[config.mk]
export PLATFORM = sky130hd
export DESIGN_NAME = systolic_skew_feeder_flat
export DESIGN_NICKNAME = d
export VERILOG_FILES = /design/src/rtl/systolic_skew_feeder_if.sv /design/src/rtl/systolic_skew_feeder.sv /design/src/flat_wrapper.sv
export SDC_FILE = /design/constraint.sdc
export NUM_CORES = 1
export LEC_CHECK = 0
export ABC_AREA = 1
export CORE_MARGIN = 5
export CORE_UTILIZATION = 40
export CTS_BUF_LIST = sky130_fd_sc_hd__clkbuf_4
export CTS_CLUSTER_DIAMETER = 120
export CTS_CLUSTER_SIZE = 25
export DETAILED_ROUTE_END_ITERATION = 10
export GPL_TIMING_DRIVEN = 0
export PLACE_DENSITY_LB_ADDON = 0.15
export SETUP_SLACK_MARGIN = 0.5
export SKIP_CTS_REPAIR_TIMING = 1
export SLEW_MARGIN = 10
export SYNTH_ARGS = -nofsm -noshare
export SYNTH_HDL_FRONTEND = slang
export SYNTH_SLANG_ARGS = --single-unit
[constraint.sdc]
create_clock -name clk -period 32.8 [get_ports clk]
set_input_delay 6.56 -clock clk [delete_from_list [all_inputs] [get_ports clk]]
set_output_delay 6.56 -clock clk [all_outputs]
set_load 0.005 [all_outputs]
[src/rtl/systolic_skew_feeder_if.sv]
// Operand, control and skewed-stream bundle for systolic_skew_feeder.
// stall_cnt exists only when SKEW_FEEDER_STALL_CNT_EN is defined.
interface systolic_skew_feeder_if #(
  parameter int LEN    = 4,
  parameter int DATA_W = 16,
  parameter int K_W    = 8
);
  logic                  start;
  logic [K_W-1:0]        k_len;
  logic                  busy;
  logic                  in_valid;
  logic                  in_ready;
  logic [LEN*DATA_W-1:0] a_vec;
  logic [LEN*DATA_W-1:0] b_vec;
  logic [LEN*DATA_W-1:0] row_data;
  logic [LEN-1:0]        row_valid;
  logic [LEN*DATA_W-1:0] col_data;
  logic [LEN-1:0]        col_valid;
  logic                  clear;
  logic                  done;
`ifdef SKEW_FEEDER_STALL_CNT_EN
  logic [15:0]           stall_cnt;
`endif

  modport master (
    output start, k_len, in_valid, a_vec, b_vec,
    input  busy, in_ready, row_data, row_valid, col_data, col_valid, clear, done
`ifdef SKEW_FEEDER_STALL_CNT_EN
    , input stall_cnt
`endif
  );

  modport slave (
    input  start, k_len, in_valid, a_vec, b_vec,
    output busy, in_ready, row_data, row_valid, col_data, col_valid, clear, done
`ifdef SKEW_FEEDER_STALL_CNT_EN
    , output stall_cnt
`endif
  );
endinterface

[src/rtl/systolic_skew_feeder.sv]
// Skews per-k A/B operand vectors into diagonal row/column streams for the MAC array.
// Optional stall counter enabled by defining SKEW_FEEDER_STALL_CNT_EN.
module systolic_skew_feeder #(
  parameter int LEN    = 4,
  parameter int DATA_W = 16,
  parameter int K_W    = 8
) (
  input logic                  clk,
  input logic                  rst,
  systolic_skew_feeder_if.slave bus
);
  localparam int FW = (LEN > 2) ? $clog2(LEN - 1) : 1;

  typedef enum logic [2:0] {IDLE, CLEAR, FEED, FLUSH, DONE} state_t;

  state_t         state;
  logic [K_W-1:0] k_reg;
  logic [K_W-1:0] beat_cnt;
  logic [FW-1:0]  flush_cnt;
  logic           accept;

  assign bus.in_ready = (state == FEED);
  assign bus.busy     = (state != IDLE);
  assign accept       = bus.in_valid && bus.in_ready;

  always_ff @(posedge clk or posedge rst) begin
    if (rst) begin
      state     <= IDLE;
      k_reg     <= '0;
      beat_cnt  <= '0;
      flush_cnt <= '0;
      bus.clear <= 1'b0;
      bus.done  <= 1'b0;
    end else begin
      bus.clear <= 1'b0;
      bus.done  <= 1'b0;
      unique case (state)
        IDLE: begin
          if (bus.start) begin
            k_reg     <= bus.k_len;
            beat_cnt  <= '0;
            bus.clear <= 1'b1;
            state     <= CLEAR;
          end
        end
        CLEAR: begin
          if (k_reg == '0) begin
            bus.done <= 1'b1;
            state    <= DONE;
          end else begin
            state <= FEED;
          end
        end
        FEED: begin
          if (accept) begin
            beat_cnt <= beat_cnt + K_W'(1);
            if (beat_cnt == k_reg - K_W'(1)) begin
              flush_cnt <= '0;
              state     <= FLUSH;
            end
          end
        end
        // Wait for the last beat to reach lane LEN-1 so done lines up with it
        FLUSH: begin
          if (flush_cnt == FW'(LEN - 2)) begin
            bus.done <= 1'b1;
            state    <= DONE;
          end else begin
            flush_cnt <= flush_cnt + FW'(1);
          end
        end
        DONE:    state <= IDLE;
        default: state <= IDLE;
      endcase
    end
  end

`ifdef SKEW_FEEDER_STALL_CNT_EN
  always_ff @(posedge clk or posedge rst) begin
    if (rst) begin
      bus.stall_cnt <= '0;
    end else if (state == CLEAR) begin
      bus.stall_cnt <= '0;
    end else if (state == FEED && !bus.in_valid && bus.stall_cnt != 16'hFFFF) begin
      bus.stall_cnt <= bus.stall_cnt + 16'd1;
    end
  end
`endif

  // Lane i holds i+1 stages; non-accepted cycles load {0,0} so bubbles skew like data
  for (genvar i = 0; i < LEN; i++) begin : g_lane
    logic [i:0]        row_v;
    logic [i:0]        col_v;
    logic [DATA_W-1:0] row_d [0:i];
    logic [DATA_W-1:0] col_d [0:i];

    always_ff @(posedge clk or posedge rst) begin
      if (rst) begin
        row_v <= '0;
        col_v <= '0;
        for (int s = 0; s <= i; s++) begin
          row_d[s] <= '0;
          col_d[s] <= '0;
        end
      end else begin
        row_v[0] <= accept;
        col_v[0] <= accept;
        row_d[0] <= accept ? bus.a_vec[i*DATA_W +: DATA_W] : '0;
        col_d[0] <= accept ? bus.b_vec[i*DATA_W +: DATA_W] : '0;
        for (int s = 1; s <= i; s++) begin
          row_v[s] <= row_v[s-1];
          col_v[s] <= col_v[s-1];
          row_d[s] <= row_d[s-1];
          col_d[s] <= col_d[s-1];
        end
      end
    end

    assign bus.row_data[i*DATA_W +: DATA_W] = row_d[i];
    assign bus.col_data[i*DATA_W +: DATA_W] = col_d[i];
    assign bus.row_valid[i]                 = row_v[i];
    assign bus.col_valid[i]                 = col_v[i];
  end
endmodule

[src/flat_wrapper.sv]
// flat-port wrapper written by rule: the top's interface ports become plain ports
module systolic_skew_feeder_flat 
#(
  parameter int LEN    = 4,
  parameter int DATA_W = 16,
  parameter int K_W    = 8
)
  (clk, rst, bus_start, bus_k_len, bus_in_valid, bus_a_vec, bus_b_vec, bus_busy, bus_in_ready, bus_row_data, bus_row_valid, bus_col_data, bus_col_valid, bus_clear, bus_done);
  systolic_skew_feeder_if #(.LEN(LEN), .DATA_W(DATA_W), .K_W(K_W)) bus_i ();
  input logic clk;
  input logic rst;
  input wire logic [$bits(bus_i.start)-1:0] bus_start;
  input wire logic [$bits(bus_i.k_len)-1:0] bus_k_len;
  input wire logic [$bits(bus_i.in_valid)-1:0] bus_in_valid;
  input wire logic [$bits(bus_i.a_vec)-1:0] bus_a_vec;
  input wire logic [$bits(bus_i.b_vec)-1:0] bus_b_vec;
  output wire logic [$bits(bus_i.busy)-1:0] bus_busy;
  output wire logic [$bits(bus_i.in_ready)-1:0] bus_in_ready;
  output wire logic [$bits(bus_i.row_data)-1:0] bus_row_data;
  output wire logic [$bits(bus_i.row_valid)-1:0] bus_row_valid;
  output wire logic [$bits(bus_i.col_data)-1:0] bus_col_data;
  output wire logic [$bits(bus_i.col_valid)-1:0] bus_col_valid;
  output wire logic [$bits(bus_i.clear)-1:0] bus_clear;
  output wire logic [$bits(bus_i.done)-1:0] bus_done;
  assign bus_i.start = bus_start;
  assign bus_i.k_len = bus_k_len;
  assign bus_i.in_valid = bus_in_valid;
  assign bus_i.a_vec = bus_a_vec;
  assign bus_i.b_vec = bus_b_vec;
  assign bus_busy = bus_i.busy;
  assign bus_in_ready = bus_i.in_ready;
  assign bus_row_data = bus_i.row_data;
  assign bus_row_valid = bus_i.row_valid;
  assign bus_col_data = bus_i.col_data;
  assign bus_col_valid = bus_i.col_valid;
  assign bus_clear = bus_i.clear;
  assign bus_done = bus_i.done;
  systolic_skew_feeder #(.LEN(LEN), .DATA_W(DATA_W), .K_W(K_W)) u_core (.clk(clk), .rst(rst), .bus(bus_i));
endmodule
Word level (Yosys, flattened, before mapping)
Index checks and enable logic that the tools add are counted.
Word-level totals
  input bits: 140
  latch bits: 0
  memories: 0
  memory bits (writable): 0
  bits in registers: 362
  memory bits (read-only): 0
Cells by class
  $mul: 0
  shift-type cells: 0
  reductions and logical operators: 10
  equality and inequality tests: 10
  muxes and demuxes: 26
  magnitude comparators: 0
  bitwise operators: 0
  div/mod/pow operators: 0
  add/subtract/negate cells: 3
Operators by type and width (count)
  2-to-1 mux 16 bit: 8
  2-to-1 mux 8 bit: 2
  one-hot mux 8 bit (2 select lines): 1
  2-to-1 mux 3 bit: 5
  one-hot mux 3 bit (4 select lines): 1
  adder 8 x 1 -> 8 bit, second input constant: 1
  == test 8 bit: 1
  zero test 8 bit: 1
  inequality test 2 bit, second input constant: 4
  AND reduction 4 bit: 2
  subtractor 8 x 1 -> 8 bit, second input constant: 1
  == test 3 x 2 -> 1 bit, second input constant: 2
  2-to-1 mux 2 bit: 3
  2-to-1 mux 1 bit: 4
  one-hot mux 2 bit (2 select lines): 1
  nonzero test 2 bit: 2
  == test 3 x 1 -> 1 bit, second input constant: 1
  zero test 3 bit: 1
  AND reduction 3 bit: 1
  nonzero test 3 bit: 1
  adder 2 x 1 -> 2 bit, second input constant: 1
  == test 2 bit, second input constant: 1
  inequality test 2 x 1 -> 1 bit, second input constant: 1
  one-hot mux 1 bit (2 select lines): 1
  2 further kinds: 2

Longest topological paths before layout
  depth after elaboration: 5
  gate-level depth with buffers: 13
  mapped depth without buffers: 13

Least setup slack after synthesis
No wires, ideal clock.
  path kind: input -> register
  start point: input port bus_start
  end point: register u_core.beat_cnt[7]
  data required time: 32.714 ns
  cell stages on the path: 4
  arrival time: 7.266 ns
  setup slack: 25.448 ns
  library setup time: 0.086 ns
  buffers on the path: 1
  cell sequence: nand3_1 clkinv_1 buf_2 nor3_1
Between the ends
  cells in the longest elaborated chain, start to end: 2
RTL lines
  from (decl): RTL line flat_wrapper.sv:12  | input wire logic [$bits(bus_i.start)-1:0] bus_start;
  inequality test 2 bit (no source line)
  AND reduction 3 bit (no source line)
  to (signal assigned): RTL line systolic_skew_feeder.sv:56  | beat_cnt <= beat_cnt + K_W'(1);
  to (decl): RTL line systolic_skew_feeder.sv:18  | logic [K_W-1:0] beat_cnt;
No other way between the ends.
A chain may end at the register's enable or synchronous reset.

Worst setup path after layout
  start point: register u_core.state[2]
  end point: output port bus_in_ready
Between the ends
  cells in the longest elaborated chain, start to end: 1
RTL lines
  from (decl): RTL line systolic_skew_feeder.sv:16  | state_t state;
  from (signal assigned): RTL line systolic_skew_feeder.sv:28  | state <= IDLE;
  from (signal assigned): RTL line systolic_skew_feeder.sv:43  | state <= CLEAR;
  from (signal assigned): RTL line systolic_skew_feeder.sv:49  | state <= DONE;
  == test 3 x 2 -> 1 bit: RTL line systolic_skew_feeder.sv:22  | assign bus.in_ready = (state == FEED);
  to (decl): RTL line flat_wrapper.sv:18  | output wire logic [$bits(bus_i.in_ready)-1:0] bus_in_ready;
No other way between the ends.

==> flow_summary.toml <==
[detailed_routing]
dr_wl_met2_mm = 10.89
detail-route-antenna-nets = 0
drt-initial-drc-count = 317
drc = 0
drt_pass1_iterations = 4
wirelength_mm = 21.12
wl_met3_mm = 1.364
top_layer_used = "met4"
viasPerCell = 4.008
wl_met1_mm = 8.579
vias = 6296
wl_per_cell_um = 13.44

[global_route]
grt_pass1_wl_mm = 33.45
groute.usage.overall = 0.1328
overflow = 0
grt_pass1_vias = 6346
antenna_found_initial = 1
grt_start_max_net_pins = 104

[min_path]
hp-class = "reg2reg"
hold_path_end = "u_core.bus.col_data[63]"
min_from = "u_core.g_lane[3].col_d[31]"
hold_depth = 0

[synthesis]
synth.top_cell.area_share = 0.7668
synth_cell_type_count = 30
synth_cells = 890
synth_most_common_cell = "dfrtp_1"
synth_seq_area_share = 0.7668
ys.flop_type = "dfrtp_1"
async_reset_ff_frac = 1.000
yosysTopAreaCell = "dfrtp_1"
synth_area_leaders = "dfrtp_1 77%, buf_4 6.7%, inv_1 5.1%"
synth-edff-count = 0
ys_warn_count = 0
synth.cell_area_mm2 = 0.01132
synth_commonest_cells = "347 x dfrtp_1, 153 x inv_1, 151 x nor2_1"
ys_ff_latch = 347
synth.net_count = 1034
syn_avg_cell_area_um2 = 12.72

[placement]
portBuffers = 279
placedCellCount = 1550
dp.final_hpwl_mm = 15.22
gp_congestion = 0.8176

[power]
power_frac_clock = 0.150
vdd_drop_max_v = 0.00003794
p_int_uw = 672.4
p_sw_frac = 0.2735
powerDensity_mw_per_mm2 = 62.45
p_sw_uw = 253.2
p_leak_nw = 7.857
seqPwrFrac = 0.583
total_power_uw = 925.6
combinationalPowerShare = 0.267

[sta]
period_needed_ps = 8673
finalSetupViolCount = 0
slew_headroom = 0.6493
timing.hold.ws_ps = 337.3
worstMarginPinSlew_ps = 526.1
grt_setup_unrepaired = "no"
fin_skew_ps = 68.79
period_share = 0.2644
fin_setup_tns_ps = 0
fmax_mhz = 115.3
finalMaxSlewViolations = 0
hold_viol_final = 0

[cts]
htree_levels = 1
path_clk_slew_ps = 260
clock-sinks = 347
root_buffer = "clkbuf_4"
clk_latency_ps = 700
cts_buffer_depth = 3
numCtsBuffers = 17
cts_tree = "yes"

[cells_and_area]
area_growth_syn_to_layout_pct = 30.88
drive_above_1_share = 0.1175
layout.nets = 1335
multi_input_comb_area_mm2 = 0.001179
finalNonFillerCells = 1571
ff_latch_area_mm2 = 0.008683
top_regs = "u_core.g_lane.col_d: 112 flops, u_core.g_lane.row_d: 112 flops"
num-fill-cells = 2446
postLayoutCoreUtil = 0.5320

[critical_path]
cp-end-kind = "primary output"
path_cells = "or2_4 -> nor2_4 -> clkdlybuf4s50_1"
crit_path_start_kind = "flip-flop"
critical_path.startpoint = "u_core.state[2]"
cp.required_ps = 26240
worstRegToRegCells = 13
worstPathMaxFanout = 4
reg2reg_slack_ps = 30930
cpMaxStageDelayCell = "clkdlybuf4s50_1"
path_class = "reg2out"
timing.rr.end = "u_core.flush_cnt[1]"
reg2reg_from = "u_core.k_reg[0]"
arrival_ps = 2110
cpPeakStageDelay_ps = 520

[status]
status = "finished clean"

[floorplanning]
die_w_um = 178.3
chipHeight_um = 178.3
floorplan.initialDensity = 0.4065
std_cell_rows = 61
coreArea_mm2 = 0.02786
ios = 280
dieArea_mm2 = 0.03178

[flow_run]
drv_cap = 0
-- metal layers --
layer | vias up | GRT usage
met4 | 0 | 0.03102
met3 | 21 | 0.02861
met5 | - | 0
met1 | 3057 | 0.1716
met2 | 145 | 0.2310
li1 | 3073 | -
-- worst max-delay path by stage --
| stage | end | slack (ps) | depth (start not counted) |
|---|---|---|---|
| global placement | u_core.bus.row_data[27] | 12740 | 2 |
| finish | bus_in_ready | 24130 | 3 |
| CTS | bus_in_ready | 24020 | 3 |
| detailed placement | u_core.bus.row_data[27] | 23950 | 5 |
| global route | bus_in_ready | 23950 | 4 |
| floorplan | u_core.beat_cnt[0] | 16620 | 1 |
-- placed cells by master, fill, tap and decap left out, drive strengths merged --
master,n
a21oi,5
a32o,2
and3,1
buf,114
clkbuf,23
clkdlybuf4s50,279
clkinv,2
dfrtp,347
diode,2
ha,4
inv,155
nand2,66
nand3,10
nand3b,1
nor2,152
nor3,6
nor3b,1
nor4,1
o211ai,1
o21ai,12
o21bai,1
o22ai,1
o32ai,1
or2,2
xnor2,2
xor2,2
-- critical path, delay by kind of cell, from the launching register on --
family	cells	cell delay, ps
buffers and inverters	1	520
AND/OR/NAND/NOR	2	420
flip-flops	1	460
-- kinds of logic (layout without fill, tap and decap cells) --
logic type | count (synthesis) | count (layout) | share of synthesized area
simple gates | 240 | 240 | 0.08397
compound gates | 23 | 23 | 0.01260
other cells | 0 | 2 | 0
flops | 347 | 347 | 0.7668
fa+ha+maj | 4 | 4 | 0.004420
xor+xnor | 4 | 4 | 0.003094
buf+inv | 272 | 573 | 0.1292
-- cell type report --
class | count | share of cell area
Antenna cell | 2 | 0.0003377
Buffer | 117 | 0.05943
Clock buffer | 17 | 0.008610
Clock inverter | 2 | 0.0005909
Inverter | 155 | 0.03976
Multi-Input combinational cell | 271 | 0.07952
Sequential cell | 347 | 0.5859
Tap cell | 378 | 0.03191
Timing Repair Buffer | 282 | 0.1940
-- power groups by stage --
stage / sequential, mW / clock [mW] / combinational, mW
after global placement: 0.548 / 0 / 0.248
after global routing: 0.550 / 0.166 / 0.276
after floorplan: 0.544 / 0 / 0.131
after detailed placement: 0.550 / 0 / 0.253
after CTS: 0.541 / 0.151 / 0.254
final: 0.540 / 0.139 / 0.247
-- metrics by stage --
step | worst slack [ps] | cell area [um2]
2_1_floorplan | 16620 | 11320
3_3_place_gp | 12740 | 14590
3_5_place_dp | 23950 | 14680
4_1_cts | 24020 | 14820
5_1_grt | 23950 | 14820
6_report | 24130 | 14820
Power figures use the tool's default switching activity.
==> variant (same flow settings) <==
`LEN` is set to 4 in 3 places; all go to 2.
--- a/src/rtl/systolic_skew_feeder_if.sv
+++ b/src/rtl/systolic_skew_feeder_if.sv
@@ -1,7 +1,7 @@
 // Operand, control and skewed-stream bundle for systolic_skew_feeder.
 // stall_cnt exists only when SKEW_FEEDER_STALL_CNT_EN is defined.
 interface systolic_skew_feeder_if #(
-  parameter int LEN    = 4,
+  parameter int LEN    = 2,
   parameter int DATA_W = 16,
   parameter int K_W    = 8
 );
--- a/src/rtl/systolic_skew_feeder.sv
+++ b/src/rtl/systolic_skew_feeder.sv
@@ -1,7 +1,7 @@
 // Skews per-k A/B operand vectors into diagonal row/column streams for the MAC array.
 // Optional stall counter enabled by defining SKEW_FEEDER_STALL_CNT_EN.
 module systolic_skew_feeder #(
-  parameter int LEN    = 4,
+  parameter int LEN    = 2,
   parameter int DATA_W = 16,
   parameter int K_W    = 8
 ) (
--- a/src/flat_wrapper.sv
+++ b/src/flat_wrapper.sv
@@ -1,7 +1,7 @@
 // flat-port wrapper written by rule: the top's interface ports become plain ports
 module systolic_skew_feeder_flat 
 #(
-  parameter int LEN    = 4,
+  parameter int LEN    = 2,
   parameter int DATA_W = 16,
   parameter int K_W    = 8
 )
Ports: changed (6 resized); port bits go from 280 to 148. No check against the original RTL was run, so the function may have changed too.
==> variant against the original RTL <==
Power fell by 55%. Sequential cell count down 228. Wire length shrank 54%. Synthesized cell count down 50%. Sequential power fell by 66%. Clock power down 24%. Register-to-register slack improved by 230 ps. Critical path depth fell by 1. Area after synthesis shrank 60%. Worst setup slack improved by 280 ps. Combinational power shrank 51%. Cell area decreased by 56%. Maximum frequency up 3.3%.
==> variant: results (changes against the original RTL) <==
GRT
  – Vias in the first global route: 3,243 (-49%)
  – First-pass GRT wire length: 15,400 µm (-54%)
  – Initial antenna violation count: 0 (-1)

Logic synthesis
  – Sequential share of the synthesized area: 0.664 (-0.102)
  – Dominant cells by area after synthesis: dfrtp_1 66%, inv_1 7.8%, nor2_1 7.3%
  – Unique masters post-synth: 24 (-20%)
  – Syn Inst Count: 443 (-50%)
  – Syn nets: 522 (-50%)
  – Top cells by count, synth: 119 x dfrtp_1, 93 x inv_1, 87 x nor2_1, 53 x nand2_1, 35 x buf_4

Clock network
  – Clk slew on worst S/H paths: 110 ps (-150 ps)
  – Worst-skew pair later-pin latency: 500 ps (-200 ps)

Worst hold path
  – Hold path start: u_core.g_lane[1].col_d[22]

Placement
  – Placed inst area: 6160 µm² (-58%)
  – Cell count after placement: 731 (-53%)
  – # port buffers: 147 (-47%)
  – Gpl congestion: 0.875 (+7.0%)

Final layout
  – Layout cell share with drive strength beyond 1: 0.133 (+0.0159)
  – # nets final: 689 (-48%)
  – FILL cells: 961 (-61%)
  – Most common cell after layout, fill and taps aside: clkdlybuf4s50_1
  – Finished Layout Cells: 762 (-51%)

Power and ir drop
  – Max IR drop VDD: 0.0378 mV (-0.49%)
  – Leakage: 0.00341 µW (-57%)

Status
  – Status: completed

Route
  – DR vias/cell: 4.17 (+3.9%)

Critical path
  – Worst R2R Setup Slack: 31,160 ps (+230 ps)
  – Worst R2R Start: u_core.state[0]

STA
  – Highest clock rate: 119 MHz (+3.3%)
## variant: report_power, final
group	switching, µW	leakage [µW]	internal (µW)
logic	58.6	0.00165	62.8
registers	13.0	0.00162	172
clock network	54.0	0.000144	51.6
## variant: worst min path at each step
stage	slack (ps)	endpoint	depth (start not counted)
3_5_place_dp	340	u_core.bus.col_data[22]	0
6_report	340	u_core.bus.col_data[22]	0
2_1_floorplan	330	u_core.bus.col_data[16]	0
3_3_place_gp	330	u_core.bus.row_data[18]	0
4_1_cts	350	u_core.bus.col_data[22]	0
5_1_grt	350	u_core.bus.col_data[22]	0
## variant: cells by family after synthesis
logic type | count (synthesis) | synth area share
AO/OA/AOI/OAI | 19 | 0.0235
adder cells (fa/ha/maj) | 3 | 0.00838
buffers and inverters | 137 | 0.146
AND/OR/NAND/NOR | 163 | 0.151
flip-flops | 119 | 0.664
XOR/XNOR | 2 | 0.00698
## variant: cell type report
class / instances / area share
clock buffers: 17 / 0.0198
plain buffers: 43 / 0.0468
multi-input cells: 187 / 0.132
well taps: 140 / 0.0272
clock inverters: 14 / 0.0248
flip-flops and latches: 119 / 0.462
repair buffers: 148 / 0.232
inverters: 94 / 0.0555
## variant: layer usage
layer	up-vias	track usage
li1	1589	-
met1	1474	0.173
met2	93	0.261
met3	18	0.0507
met4	0	0.0688
met5	-	0
## variant: worst max-delay path, cell delays in order, from the launching register on
cell             delay (ps)
dfrtp_1                 460
nor3_4                  320
clkdlybuf4s50_1         560
## variant: metrics by stage
stage / util / hold WS [ps] / power (µW) / setup WS [ps]
final: 0.592 / 344 / 412 / 24400
after global routing: 0.592 / 354 / 443 / 24270
after CTS: 0.592 / 348 / 419 / 24350
after detailed placement: 0.566 / 336 / 312 / 24760
after global placement: 0.563 / 331 / 307 / 21480
after floorplan: - / 331 / 253 / 23080
